$ cat config.mk
export PLATFORM = sky130hd
export DESIGN_NAME = serial_frame_sequencer
export DESIGN_NICKNAME = d
export VERILOG_FILES = /design/src/rtl/serial_frame_sequencer.sv
export SDC_FILE = /design/constraint.sdc
export NUM_CORES = 1
export LEC_CHECK = 0
export ABC_CLOCK_PERIOD_IN_PS = 2400
export BUFFER_PORTS_ARGS = -buffer_cell sky130_fd_sc_hd__buf_2
export CAP_MARGIN = 25
export CORE_MARGIN = 2
export CORE_UTILIZATION = 25
export DETAILED_ROUTE_END_ITERATION = 7
export SLEW_MARGIN = 25
export SYNTH_ARGS = -nofsm -noshare
export SYNTH_HDL_FRONTEND = slang
export SYNTH_SLANG_ARGS = --single-unit
$ cat constraint.sdc
create_clock -name CLK -period 2.4 [get_ports CLK]
set_clock_uncertainty 0.2 [all_clocks]
set_input_delay 0.12 -clock CLK [delete_from_list [all_inputs] [get_ports CLK]]
set_output_delay 0.12 -clock CLK [all_outputs]
set_load 0.02 [all_outputs]
$ cat src/rtl/serial_frame_sequencer.sv
// Frame controller upstream of the MUX-link serializer: command handshake, load/shift
// strobes, divided sclk, active-low csN, MSB-first sdi capture. Option macro: FRAME_CHECK_EN.
module serial_frame_sequencer #(
  parameter int WIDTH   = 5,
  parameter int CLK_DIV = 4,
  parameter int GAP     = 2
) (
  input  logic             CLK,
  input  logic             resetN,
  input  logic             cmdValid,
  output logic             cmdReady,
  input  logic [WIDTH-1:0] cmdData,
  output logic [WIDTH-1:0] txWord,
  output logic             loadData,
  output logic             clockEnable,
  output logic             sclk,
  output logic             csN,
  input  logic             sdi,
  output logic [WIDTH-1:0] rspData,
  output logic             rspValid,
  output logic             busy
`ifdef FRAME_CHECK_EN
  ,
  output logic             rspMismatch
`endif
);

  localparam int DIV_W = ($clog2(2 * CLK_DIV) < 1) ? 1 : $clog2(2 * CLK_DIV);
  localparam int BIT_W = $clog2(WIDTH + 1);
  localparam int GAP_W = (GAP < 2) ? 1 : $clog2(GAP);

  localparam logic [DIV_W-1:0] DIV_LAST = DIV_W'(2 * CLK_DIV - 1);
  localparam logic [DIV_W-1:0] DIV_HALF = DIV_W'(CLK_DIV);
  localparam logic [DIV_W-1:0] DIV_PRE  = DIV_W'(CLK_DIV - 1);
  localparam logic [BIT_W-1:0] BIT_LAST = BIT_W'(WIDTH - 1);
  localparam logic [GAP_W-1:0] GAP_LAST = GAP_W'((GAP > 0) ? GAP - 1 : 0);

  typedef enum logic [2:0] {
    ST_IDLE,
    ST_LOAD,
    ST_SHIFT,
    ST_LATCH,
    ST_GAP
  } state_t;

  state_t           state;
  logic [DIV_W-1:0] divCnt;
  logic [BIT_W-1:0] bitCnt;
  logic [GAP_W-1:0] gapCnt;
  logic [WIDTH-1:0] rxShift;

  logic             divWrap;
  logic             lastBitDone;
  logic [DIV_W-1:0] divNext;
  logic [BIT_W-1:0] bitNext;

  // Position within the frame one cycle ahead, so every strobe can be registered.
  always_comb begin
    divWrap     = (divCnt == DIV_LAST);
    divNext     = divWrap ? '0 : divCnt + 1'b1;
    bitNext     = divWrap ? bitCnt + 1'b1 : bitCnt;
    lastBitDone = divWrap && (bitCnt == BIT_LAST);
  end

  // NOTE: all state and outputs use non-blocking assignments so every register samples
  // pre-edge values; blocking here would make order-dependent, simulation-only behaviour.
  always_ff @(posedge CLK) begin
    if (!resetN) begin
      state       <= ST_IDLE;
      cmdReady    <= 1'b0;
      txWord      <= '0;
      loadData    <= 1'b0;
      clockEnable <= 1'b0;
      sclk        <= 1'b0;
      csN         <= 1'b1;
      rspData     <= '0;
      rspValid    <= 1'b0;
      busy        <= 1'b0;
      divCnt      <= '0;
      bitCnt      <= '0;
      gapCnt      <= '0;
      rxShift     <= '0;
`ifdef FRAME_CHECK_EN
      rspMismatch <= 1'b0;
`endif
    end else begin
      loadData    <= 1'b0;
      clockEnable <= 1'b0;
      rspValid    <= 1'b0;

      case (state)
        ST_IDLE: begin
          if (cmdValid && cmdReady) begin
            txWord   <= cmdData;
            cmdReady <= 1'b0;
            loadData <= 1'b1;
            csN      <= 1'b0;
            busy     <= 1'b1;
            state    <= ST_LOAD;
          end else begin
            cmdReady <= 1'b1;
          end
        end

        ST_LOAD: begin
          divCnt <= '0;
          bitCnt <= '0;
          sclk   <= 1'b0;
          state  <= ST_SHIFT;
        end

        ST_SHIFT: begin
          // Capture on the edge where sclk rises, mid bit period, while sdi is settled.
          if (divCnt == DIV_PRE) begin
            rxShift <= {rxShift[WIDTH-2:0], sdi};
          end
          if (lastBitDone) begin
            rspData  <= rxShift;
            rspValid <= 1'b1;
            csN      <= 1'b1;
            sclk     <= 1'b0;
            divCnt   <= '0;
            bitCnt   <= '0;
`ifdef FRAME_CHECK_EN
            rspMismatch <= (rxShift != txWord);
`endif
            state    <= ST_LATCH;
          end else begin
            divCnt      <= divNext;
            bitCnt      <= bitNext;
            sclk        <= (divNext >= DIV_HALF);
            clockEnable <= (divNext == DIV_LAST) && (bitNext != BIT_LAST);
          end
        end

        ST_LATCH: begin
          gapCnt <= '0;
          if (GAP == 0) begin
            busy     <= 1'b0;
            cmdReady <= 1'b1;
            state    <= ST_IDLE;
          end else begin
            state <= ST_GAP;
          end
        end

        ST_GAP: begin
          if (gapCnt == GAP_LAST) begin
            busy     <= 1'b0;
            cmdReady <= 1'b1;
            state    <= ST_IDLE;
          end else begin
            gapCnt <= gapCnt + 1'b1;
          end
        end

        default: begin
          csN   <= 1'b1;
          sclk  <= 1'b0;
          busy  <= 1'b0;
          state <= ST_IDLE;
        end
      endcase
    end
  end

endmodule

### Word level (Yosys, flattened, before mapping)

Index checks and enable logic that the tools add are counted.

| word-level totals | value |
|---|---|
| output and inout port bits | 17 |
| bits of input ports | 9 |
| register bits | 32 |

| operators by class | value |
|---|---|
| reduce and logical (&&, ||, !) cells | 20 |
| bitwise gates (word level) | 4 |
| multiplexer cells | 25 |
| order comparisons | 1 |
| add/sub/neg operators | 3 |
| equal/unequal tests | 12 |

Operators with widths:

| operator | number |
|---|---|
| $mux 3 | 7 |
| $pmux 3 s5 | 1 |
| $eq 3x3->1 const B | 4 |
| $pmux 3 s2 | 2 |
| $reduce_and 2->1 | 6 |
| $reduce_or 3->1 | 4 |
| $mux 1 | 10 |
| $eq 3x2->1 const B | 3 |
| $reduce_and 3->1 | 3 |
| $add 3x1->3 const B | 2 |
| $ne 2x2->1 const B | 3 |
| $pmux 1 s2 | 3 |
| $pmux 1 s3 | 2 |
| $reduce_bool 2->1 | 3 |
| $not 1->1 | 4 |
| $eq 3x1->1 const B | 1 |
| $ge 3x3->1 const B | 1 |
| $logic_and 1x1->1 | 3 |
| $logic_not 3->1 | 1 |
| $ne 3x3->1 const B | 1 |
| $add 1x1->1 const B | 1 |

### Depth between registers and ports, before layout

Gate-level depths: netlist of the first run.

| depth | value |
|---|---|
| depth in word-level cells | 5 |
| mapped depth | 7 |
| depth with buffers taken out | 5 |

### Worst setup path after synthesis of the first run

OpenSTA, ideal clock, no wires.

| timing | value |
|---|---|
| path type | register to register |
| start point | reg divCnt[0] |
| end point | reg divCnt[2] |
| path slack | 0.608 ns |
| stages on the path, launching flop included | 8 |
| setup time | 0.117 ns |
| arrival time | 1.475 ns |
| cell sequence | dfxtp_1 > ha_1 > ha_1 > clkbuf_1 > and3_1 > buf_2 > nor2_1 > a22o_1 |

| on the way | value |
|---|---|
| cells in the longest elaborated chain, start to end | 4 |

Ends and longest elaborated chain:

| element | line | source |
|---|---|---|
| start: declaration | 47 | `logic [DIV_W-1:0] divCnt;` |
| start signal: assignment | 129 | `divCnt <= divNext;` |
| $add 3x1->3 or $eq 3x3->1 (tied branches) | 60, 59 |  |
| $mux 3 or $logic_and 1x1->1 (tied branches) | 60, 62 |  |
| $mux 3 (*) | 117 | `if (lastBitDone) begin` |
| $pmux 3 s2 (*) | 91 | `case (state)` |

Every way passes the cells marked *; elsewhere a longest branch is shown, timed or not.
A chain may end at the register's enable or synchronous reset.

### Worst setup path in the final report of the first run

Same ends and word-level chain as after synthesis.

==> results of run 1 <==
==> cell usage in the layout, fill, tap and decap left out, types with 5 or more instances in the layout <==
cell / count
buf_2: 25
clkbuf_8: 5
dlygate4sd3_1: 7
nor3_1: 5
o21ai_0: 10
a21oi_1: 15
dfxtp_1: 32
nor2_1: 13
nand3_1: 13
mux2i_1: 5
nand2_1: 6
inv_1: 6
ha_1: 6
==> power breakdown <==
part	leakage, uW	total (uW)	switching, uW	internal, uW
clock network	0.0000410	380	184	197
registers	0.000259	565	16.4	548
logic	0.000426	114	64.3	49.5
total	0.000726	1060	264	794
==> sequential cells by signal, indices dropped and copies added, names as in the netlist <==
| signal | flops |
|---|---|
| bitCnt | 3 |
| clockEnable | 1 |
| rspValid | 1 |
| state | 3 |
| gapCnt | 1 |
| busy | 1 |
| rxShift | 5 |
| sclk | 1 |
| csN | 1 |
| divCnt | 3 |
| loadData | 1 |
| txWord | 5 |
| cmdReady | 1 |
| rspData | 5 |
==> kinds of logic after synthesis <==
logic type	Yosys count	synth area share
buffers and inverters	19	0.0597
muxes	5	0.0336
AOI/OAI and AO/OA	42	0.173
DFF	32	0.430
xor gates and xnor gates	2	0.0118
and+or+nand+nor	61	0.241
adders and majority gates	6	0.0504
==> critical path: stages (launching register included) <==
cell and delay, ps:
dfxtp_1 410, ha_1 230, ha_1 320, and3_1 380
nor2_1 90, a22o_1 210
==> final cells by class <==
class	instances	area, sq um
Fill cell	617	4040
Multi-Input combinational cell	116	759
Sequential cell	32	641
Timing Repair Buffer	35	218
Tap cell	75	93.8
Clock buffer	6	72.6
Inverter	6	22.5
Clock inverter	1	5.00
==> per-stage QoR <==
step | hold slack (ps) | power (uW) | instance area, sq um | instances | setup slack (ps)
finish | 111 | 1060 | 1810 | 271 | 445
global route | 159 | 1120 | 1810 | 271 | 257
CTS | 105 | 1080 | 1810 | 271 | 480
detailed placement | 183 | 681 | 1660 | 257 | 496
global placement | 158 | 681 | 1660 | 257 | 557
floorplan | 67.2 | 650 | 1490 | 167 | 608
==> layer usage <==
layer  global-route usage  up-vias  wire, um
li1                     -      657         -
met1                0.142      575      1590
met2                0.155       21      1440
met3               0.0444        5       151
met4               0.0407        0        45
met5                    0        -         0
==> how the worst max path moves through the flow <==
stage / from / endpoint / slack [ps]
floorplan: divCnt[0]$_SDFFE_PN0P_ / divCnt[2]$_SDFFE_PN0P_ / 610
global placement: divCnt[0]$_SDFFE_PN0P_ / sclk$_SDFFE_PN0N_ / 560
detailed placement: divCnt[0]$_SDFFE_PN0P_ / divCnt[2]$_SDFFE_PN0P_ / 500
CTS: divCnt[0]$_SDFFE_PN0P_ / rxShift[1]$_SDFFE_PN0P_ / 480
global route: divCnt[0]$_SDFFE_PN0P_ / rspData[3]$_SDFFE_PN0P_ / 260
finish: divCnt[0]$_SDFFE_PN0P_ / divCnt[2]$_SDFFE_PN0P_ / 450
==> what timing repair did <==
action | 4_1_cts | 5_1_grt
hold endpoints to repair | 9 | 0
hold buffers | 7 | 0
setup endpoints to repair | 0 | 0
gates resized for setup | 0 | 0
==> results.tsv, run 1 <==
stage	metric	value	unit
outcome	status	finished clean	
route	router iterations before antenna repair	4	
worst_setup_path	kind of end point of the critical path	flop	
route	DRT antenna net count	0	
route	# DRC	0	
cts	CTS Buffer Depth	2	
worst_setup_path	critical path arrival	1920	ps
timing	Slew HR	0.571	
cts	clock-pin slew on the worst setup and hold paths	60	ps
route	DRT Wirelength	3220	um
yosys	Post-synth top flop	dfxtp_1	
timing	Tcrit/Tclk final	0.815	
worst_hold_path	hold depth	4	
timing	Max Fclk	512	MHz
power_and_ir_drop	pwr/cell area	584	nW/um^2
grt	first-pass GRT wire length	5420	um
yosys	Post-synth ARST share	0	
cts	# H-tree levels	2	
cts	CTS root buffer	clkbuf_8	
worst_setup_path	RR Endpoint	divCnt[2]$_SDFFE_PN0P_	
final_layout	share of cells above drive strength 1	0.199	
yosys	number of synthesis warnings	0	
worst_setup_path	Critical Path RT	2370	ps
final_layout	Layout area overhead	21.7	%
cts	post-CTS setup buffer count	0	
grt	vias in the first global route	1124	
worst_hold_path	Hold EP	state[0]$_SDFFE_PN0P_	
die	Initial Util	0.254	
worst_setup_path	startpoint types	flop	
yosys	Mapped Nets	182	
final_layout	ant diodes	0	
die	row count	28	
worst_setup_path	Reg2Reg Setup Slack	450	ps
yosys	number of enable flip-flop cells after synthesis	0	
route	DR WL/cell	11.9	um
placement	final HPWL from detailed placement	2170	um
yosys	post-synthesis sequential area ratio	0.430	
job	max-cap viol count	0	
yosys	FF+latch count, synth	32	
worst_setup_path	Crit Path Category	reg -> reg	
yosys	Synth top cells by count	dfxtp_1, a21oi_1, nand3_1, nor2_1, o21ai_0	
timing	RSZ-0062 raised after global routing	no	
timing	Least-Margin Pin Slew	643	ps
cts	CTS Buf Count	5	
yosys	top-count cell post-synth	dfxtp_1	
cts	CTS tree	yes	
yosys	mean post-synth cell area	8.92	sq um
worst_hold_path	min-delay src	cmdValid	
placement	gpl congestion	0.763	
yosys	Unique masters post-synth	43	
worst_setup_path	Reg2Reg Launch Point	divCnt[0]$_SDFFE_PN0P_	
yosys	synth top area cells	dfxtp_1, a21oi_1, ha_1	
grt	total global routing overflow	0	
die	DIE AREA	6590	sq um
route	via count	1258	
yosys	gate count of the mapped netlist	167	
die	Core Area	5850	sq um
cts	later-pin clock latency in the skew report	280	ps
route	vias per inst	4.64	
cts	clk sinks	32	
yosys	dominant cell type by area after synthesis	dfxtp_1	
final_layout	final net count	211	
worst_setup_path	FF-to-FF path depth	5	
power_and_ir_drop	leakage power total	0.000726	uW
grt	Tot GR Track Use	0.107	
placement	IO Port Bufs	25	
timing	setup TNS	0	ps
worst_setup_path	Max FO, Critical Path	8	
timing	Tmin final	1950	ps
die	Die Span Y	81.2	um
yosys	post-synth top area share	0.430	
yosys	Post-Syn Area	1490	sq um
grt	largest net degree at the start of global routing	22	
timing	Hold Fails Final Rpt	0	
route	1st-iter DRT viols	75	
timing	Final Max Slew Viols	0	
die	io pins	26	
grt	initial antenna violation count	0	
die	Die Width	81.2	um
final_layout	Final Util	0.310	
power_and_ir_drop	Worst VDD drop	0.319	mV
worst_hold_path	Hold Path Class	in -> reg	
timing	Setup Viol. Count Final	0	
No activity file was read; power rests on OpenSTA's default activity.
==> run 2: changes to the inputs <==
- ABC_AREA: default -> 1
- ABC_CLOCK_PERIOD_IN_PS: 2400 -> 2000
- clock period: 2.4 -> 2 ns (I/O delays scaled with it)
==> run 2 against run 1 <==
Compared with the run above: cell count is 4.8% higher; die area fell by 5.8%; clock power up 32%; sequential cell count unchanged; first-iteration DRC count fell by 17%; via count down 1.3%; highest routed layer unchanged; synthesized cell count up 4.8%; combinational power rose to 4.9 times the previous value; clock-buffer cell count up 2; sequential power is 39% higher.
==> results.tsv, run 2 <==
stage	metric	value	unit	change
cts	clk sinks	32		unchanged
power_and_ir_drop	Final Power	1850	uW	+75%
route	met1 wire length	1360	um	-14%
final_layout	commonest non-fill, non-tap cell in the layout	dfxtp_1		
final_layout	share of cells above drive strength 1	0.212		+0.0133
worst_setup_path	Crit Path Category	reg -> reg		
placement	Placed Area	1600	sq um	-4.0%
timing	RSZ-0062 raised after global routing	no		
timing	Least-Margin Pin Slew	364	ps	-279 ps
grt	largest net degree at the start of global routing	16		-27%
final_layout	biggest regs	rspData: 5 flops, rxShift: 5 flops, txWord: 5 flops		
worst_setup_path	critical path arrival	1690	ps	-230 ps
outcome	status	finished clean		
die	row count	27		-3.6%
route	router iterations before antenna repair	4		unchanged
yosys	post-synth top area share	0.458		+0.0277
yosys	Unique masters post-synth	29		-33%
cts	CTS Buffer Depth	2		unchanged
route	uppermost layer routed	met4		
die	Die Span Y	78.8	um	-2.9%
yosys	dominant cell type by area after synthesis	dfxtp_1		
route	vias per inst	4.37		-5.8%
final_layout	commonest non-fill, non-tap cells in the layout	dfxtp_1, buf_2, inv_1, nand2_1, nor2_1		
yosys	mean post-synth cell area	7.99	sq um	-10%
worst_setup_path	critical path cell sequence	ha_1, ha_1, nand3_2, nor2_4, inv_1, nor2_1, nor2_1		
worst_setup_path	kind of end point of the critical path	flop		
timing	post-route worst setup slack	284	ps	-161 ps
yosys	top-count cell post-synth	dfxtp_1		
cts	post-CTS setup buffer count	0		unchanged
yosys	post-synthesis mux area share	0		-0.0336
yosys	number of synthesis warnings	0		unchanged
cts	clock-pin slew on the worst setup and hold paths	70	ps	about the same
worst_setup_path	Slowest cell on crit path	dfxtp_1		
grt	Tot GR Track Use	0.103		-0.00423
final_layout	final net count	226		+7.1%
timing	Tmin final	1720	ps	-239 ps
cts	CTS resizes	0		unchanged
timing	Max Fclk	583	MHz	+14%
grt	vias in the first global route	1176		+4.6%
timing	Setup Viol. Count Final	0		unchanged
yosys	number of enable flip-flop cells after synthesis	0		unchanged
yosys	Synth Area in Compound Gates	0.127		-0.0461
route	WL met2	1370	um	-4.8%
final_layout	Seq. cell area	641	sq um	unchanged
final_layout	ant diodes	0		unchanged
route	# DRC	0		unchanged
die	DIE AREA	6210	sq um	-5.8%
die	Die Width	78.8	um	-2.9%
final_layout	Layout area overhead	25.7	%	
worst_hold_path	Hold Path Class	in -> reg		
die	io pins	26		unchanged
yosys	Synth top cells by count	dfxtp_1, inv_1, nand2_1, nor2_1		
yosys	largest family of logic cells by synthesized area	simple AND/OR/NAND/NOR gates		
timing	Slew HR	0.757		+0.186
worst_setup_path	delay-heaviest family, CP	simple AND/OR/NAND/NOR gates		
yosys	Synth Area in Simple Gates	0.258		+0.0173
grt	total global routing overflow	0		unchanged
final_layout	final non-filler cell area	1760	sq um	-3.0%
timing	Tcrit/Tclk final	0.858		+0.0433
job	max-cap viol count	0		unchanged
die	Core Area	5440	sq um	-7.0%
power_and_ir_drop	Worst VDD drop	0.349	mV	+9.6%
route	DRT Wirelength	2930	um	-9.2%
route	1st-iter DRT viols	62		-17%
die	Initial Util	0.257		+0.00270
cts	CTS tree	yes		
cts	CTS Buf Count	5		unchanged
route	DRT antenna net count	0		unchanged
worst_setup_path	Critical Path RT	1980	ps	-390 ps
power_and_ir_drop	leakage power total	0.000799	uW	+9.9%
grt	first-pass GRT wire length	5010	um	-7.6%
yosys	Post-synth ARST share	0		unchanged
final_layout	footprint of the multi-input gates	632	sq um	-17%
worst_setup_path	Max FO, Critical Path	6		-2
worst_setup_path	Worst path max stage delay	350	ps	-60 ps
yosys	Post-Syn Area	1400	sq um	-6.1%
yosys	Synth Area in Adders	0.0537		+0.00325
yosys	XOR/XNOR Fraction of Synth Area	0.0125		+0.000758
grt	initial antenna violation count	0		unchanged
worst_setup_path	startpoint types	flop		
timing	Final Max Slew Viols	0		unchanged
power_and_ir_drop	pwr/cell area	1050	nW/um^2	+80%
yosys	FF+latch count, synth	32		unchanged
timing	Hold Fails Final Rpt	0		unchanged
timing	setup TNS	0	ps	unchanged
yosys	Mapped Nets	190		+4.4%
route	via count	1242		-1.3%
timing	Min Hold Slack	50.9	ps	-60.4 ps
placement	IO Port Bufs	25		unchanged
worst_setup_path	sum of buffers and inverters on the critical path	1		+1
yosys	gate count of the mapped netlist	175		+4.8%
cts	later-pin clock latency in the skew report	280	ps	about the same
placement	Post-Place Setup Slack	277	ps	-219 ps
placement	gpl congestion	0.899		+18%
route	DR WL met3	147	um	-2.6%
yosys	synth top area cells	dfxtp_1, inv_1, nand2_1		
route	DR WL/cell	10.3	um	-13%
placement	final HPWL from detailed placement	2140	um	-1.3%
cts	# H-tree levels	2		unchanged
yosys	post-synthesis sequential area ratio	0.458		+0.0277
cts	CTS root buffer	clkbuf_8		
final_layout	Fill cells	580		-6.0%
yosys	Post-synth top flop	dfxtp_1		
run 2: final timing paths:
path	startpoint	end	slack, ps	cells after the start
setup / recovery	divCnt[0]$_SDFFE_PN0P_	rspData[4]$_SDFFE_PN0P_	280	7
setup reg to reg	divCnt[0]$_SDFFE_PN0P_	rspData[4]$_SDFFE_PN0P_	280	7
hold / removal	cmdValid	loadData$_SDFF_PN0_	50	3
hold reg to reg	txWord[2]$_SDFFE_PN0P_	txWord[2]$_SDFFE_PN0P_	240	2
run 2: area by class of cell:
type	count	share of cell area
multi-input cells	113	0.359
flip-flops and latches	32	0.364
well taps	72	0.0512
inverters	26	0.0584
clock buffers	8	0.0512
repair buffers	33	0.115
run 2: per-layer routing:
layer,GRT usage,vias to the layer above
li1,-,641
met1,0.121,569
met2,0.171,25
met3,0.0364,7
met4,0.0421,0
met5,0,-
run 2: where the power goes:
part           switching (uW)  total (uW)  internal (uW)  leakage, uW
logic                     367         559            192     0.000493
registers                67.6         788            720     0.000260
clock network             223         503            280    0.0000455
total                     658        1850           1190     0.000799
run 2: worst min-delay path: cells and delay by family:
| family | cells | cell delay, ps |
|---|---|---|
| simple gates | 2 | 270 |
| buf+inv | 1 | 110 |
run 2: logic make-up (layout without fill, tap and decap cells):
logic type | count (synthesis) | after routing
DFF | 32 | 32
AOI/OAI and AO/OA | 34 | 34
buffers and inverters | 30 | 67
xor gates and xnor gates | 2 | 2
adders and majority gates | 6 | 6
and+or+nand+nor | 71 | 71
run 2: what timing repair did:
item / CTS / global route
hold buffers: 7 / 0
endpoints found under the hold margin: 8 / 0
endpoints found under the setup margin: 0 / 0
run 2: through the flow:
step                utilization  cells
floorplan                     -    175
global placement          0.294    269
detailed placement        0.294    269
CTS                       0.323    284
global route              0.323    284
finish                    0.323    284
==> run 3: changes to the inputs <==
- CORE_UTILIZATION: 25 -> 35
==> run 3 against run 2 <==
Compared with the run above: total power is 5.8% higher; via count down 2.8%; design area fell by 0.50%; critical endpoint unchanged.
==> results.tsv, run 3 (synthesis results as in run 2) <==
stage	metric	value	unit	change
timing	Final Max Slew Viols	0		unchanged
worst_setup_path	Max FO, Critical Path	6		unchanged
power_and_ir_drop	P_sw	676	uW	+2.8%
power_and_ir_drop	leakage power total	0.000807	uW	+1.1%
final_layout	Layout area overhead	25.0	%	
placement	gpl congestion	0.842		-6.4%
timing	Min Hold Slack	54.8	ps	+3.89 ps
power_and_ir_drop	Clock Power Share	0.311		+0.039
cts	clk sinks	32		unchanged
timing	setup TNS	0	ps	unchanged
die	Initial Util	0.374		+0.116
die	DIE AREA	4520	sq um	-27%
placement	IO Port Bufs	25		unchanged
grt	vias in the first global route	1142		-2.9%
timing	Least-Margin Pin Slew	352	ps	-12.0 ps
final_layout	Final Util	0.467		+0.144
die	Die Width	67.2	um	-15%
timing	Setup Viol. Count Final	0		unchanged
placement	Post-Place Setup Slack	308	ps	+31.4 ps
worst_setup_path	Crit Path Category	reg -> reg		
die	io pins	26		unchanged
grt	GR peak layer	met2		
timing	post-route worst setup slack	294	ps	+9.81 ps
timing	RSZ-0062 raised after global routing	no		
final_layout	biggest regs	rspData: 5 flops, rxShift: 5 flops, txWord: 5 flops		
route	1st-iter DRT viols	58		-6.5%
final_layout	commonest non-fill, non-tap cell in the layout	dfxtp_1		
placement	final HPWL from detailed placement	2030	um	-5.2%
route	DR WL/cell	11.1	um	+7.4%
timing	Slew HR	0.765		+0.00798
final_layout	share of cells above drive strength 1	0.222		+0.00943
power_and_ir_drop	Net Sw Frac	0.346		-0.00981
cts	# H-tree levels	2		unchanged
cts	clock-pin slew on the worst setup and hold paths	70	ps	about the same
timing	Tcrit/Tclk final	0.853		-0.00491
worst_hold_path	Hold Path Class	in -> reg		
route	router iterations before antenna repair	4		unchanged
power_and_ir_drop	Worst VDD drop	0.631	mV	+81%
grt	Global Route met1 Usage	0.189		+0.0677
grt	initial antenna violation count	0		unchanged
grt	met3 Resource Use GR	0.0500		+0.0136
cts	CTS Buffer Depth	2		unchanged
grt	total global routing overflow	0		unchanged
timing	Max Fclk	586	MHz	+0.58%
power_and_ir_drop	Comb pwr share	0.287		-0.015
worst_setup_path	kind of end point of the critical path	flop		
power_and_ir_drop	Sequential Power Share	0.402		-0.024
die	row count	22		-19%
timing	Hold Fails Final Rpt	0		unchanged
route	# DRC	0		unchanged
worst_setup_path	startpoint types	flop		
power_and_ir_drop	Int Pwr	1280	uW	+7.4%
cts	CTS root buffer	clkbuf_8		
cts	CTS tree	yes		
cts	CTS Buf Count	5		unchanged
grt	M2 GR Usage	0.230		+0.0593
worst_setup_path	critical path arrival	1680	ps	about the same
outcome	status	finished clean		
die	Core Area	3740	sq um	-31%
grt	first-pass GRT wire length	5020	um	+0.14%
cts	CTS Hold Bufs	7		unchanged
cts	later-pin clock latency in the skew report	280	ps	about the same
final_layout	commonest non-fill, non-tap cells in the layout	dfxtp_1, buf_2, inv_1, nand2_1, nor2_1		
power_and_ir_drop	Final Power	1960	uW	+5.8%
cts	CTS resizes	0		unchanged
route	via count	1207		-2.8%
final_layout	final net count	226		unchanged
power_and_ir_drop	pwr/cell area	1120	nW/um^2	+6.3%
worst_setup_path	Reg2Reg Setup Slack	290	ps	about the same
timing	Tmin final	1710	ps	-9.81 ps
worst_setup_path	Critical Path RT	1970	ps	about the same
grt	largest net degree at the start of global routing	14		-2
route	DRT Wirelength	2880	um	-1.6%
final_layout	ant diodes	0		unchanged
route	DRT antenna net count	0		unchanged
route	vias per inst	4.64		+6.2%
grt	Tot GR Track Use	0.148		+0.0444
cts	post-CTS setup buffer count	0		unchanged
die	Die Span Y	67.2	um	-15%
job	max-cap viol count	0		unchanged
==> run 3: power by group through the flow <==
stage / sequential, uW / clock, uW / combinational (uW)
2_1_floorplan: 862 / 0 / 363
6_report: 786 / 608 / 563
3_3_place_gp: 800 / 0 / 554
5_1_grt: 798 / 659 / 648
3_5_place_dp: 801 / 0 / 556
4_1_cts: 786 / 622 / 568
==> run 3: metrics by stage <==
step | instances | instance area (sq um)
finish | 260 | 1750
global route | 260 | 1750
CTS | 260 | 1750
detailed placement | 245 | 1570
global placement | 245 | 1570
floorplan | 175 | 1400
==> run 3: area by class of cell <==
cell class | count | area (sq um)
fillers | 399 | 1990
flip-flops and latches | 32 | 641
multi-input cells | 113 | 632
repair buffers | 33 | 203
inverters | 26 | 103
clock buffers | 5 | 68.8
well taps | 48 | 60.1
clock inverters | 3 | 42.5
==> run 3: layer usage <==
layer,vias to the layer above,share of wire
li1,643,-
met1,539,0.50
met2,19,0.45
met3,6,0.034
met4,0,0.020
met5,-,0
==> run 3: final timing paths <==
kind	from	to	depth (start not counted)
setup / recovery	divCnt[0]$_SDFFE_PN0P_	rspData[4]$_SDFFE_PN0P_	7
hold / removal	cmdValid	loadData$_SDFF_PN0_	3
setup reg to reg	divCnt[0]$_SDFFE_PN0P_	rspData[4]$_SDFFE_PN0P_	7
hold reg to reg	txWord[2]$_SDFFE_PN0P_	txWord[2]$_SDFFE_PN0P_	2
==> run 3: critical path, stage by stage (launching register included) <==
cell	delay, ps
dfxtp_1	350
ha_1	200
ha_1	230
nand3_2	170
nor2_4	190
inv_1	110
nor2_1	100
nor2_1	50
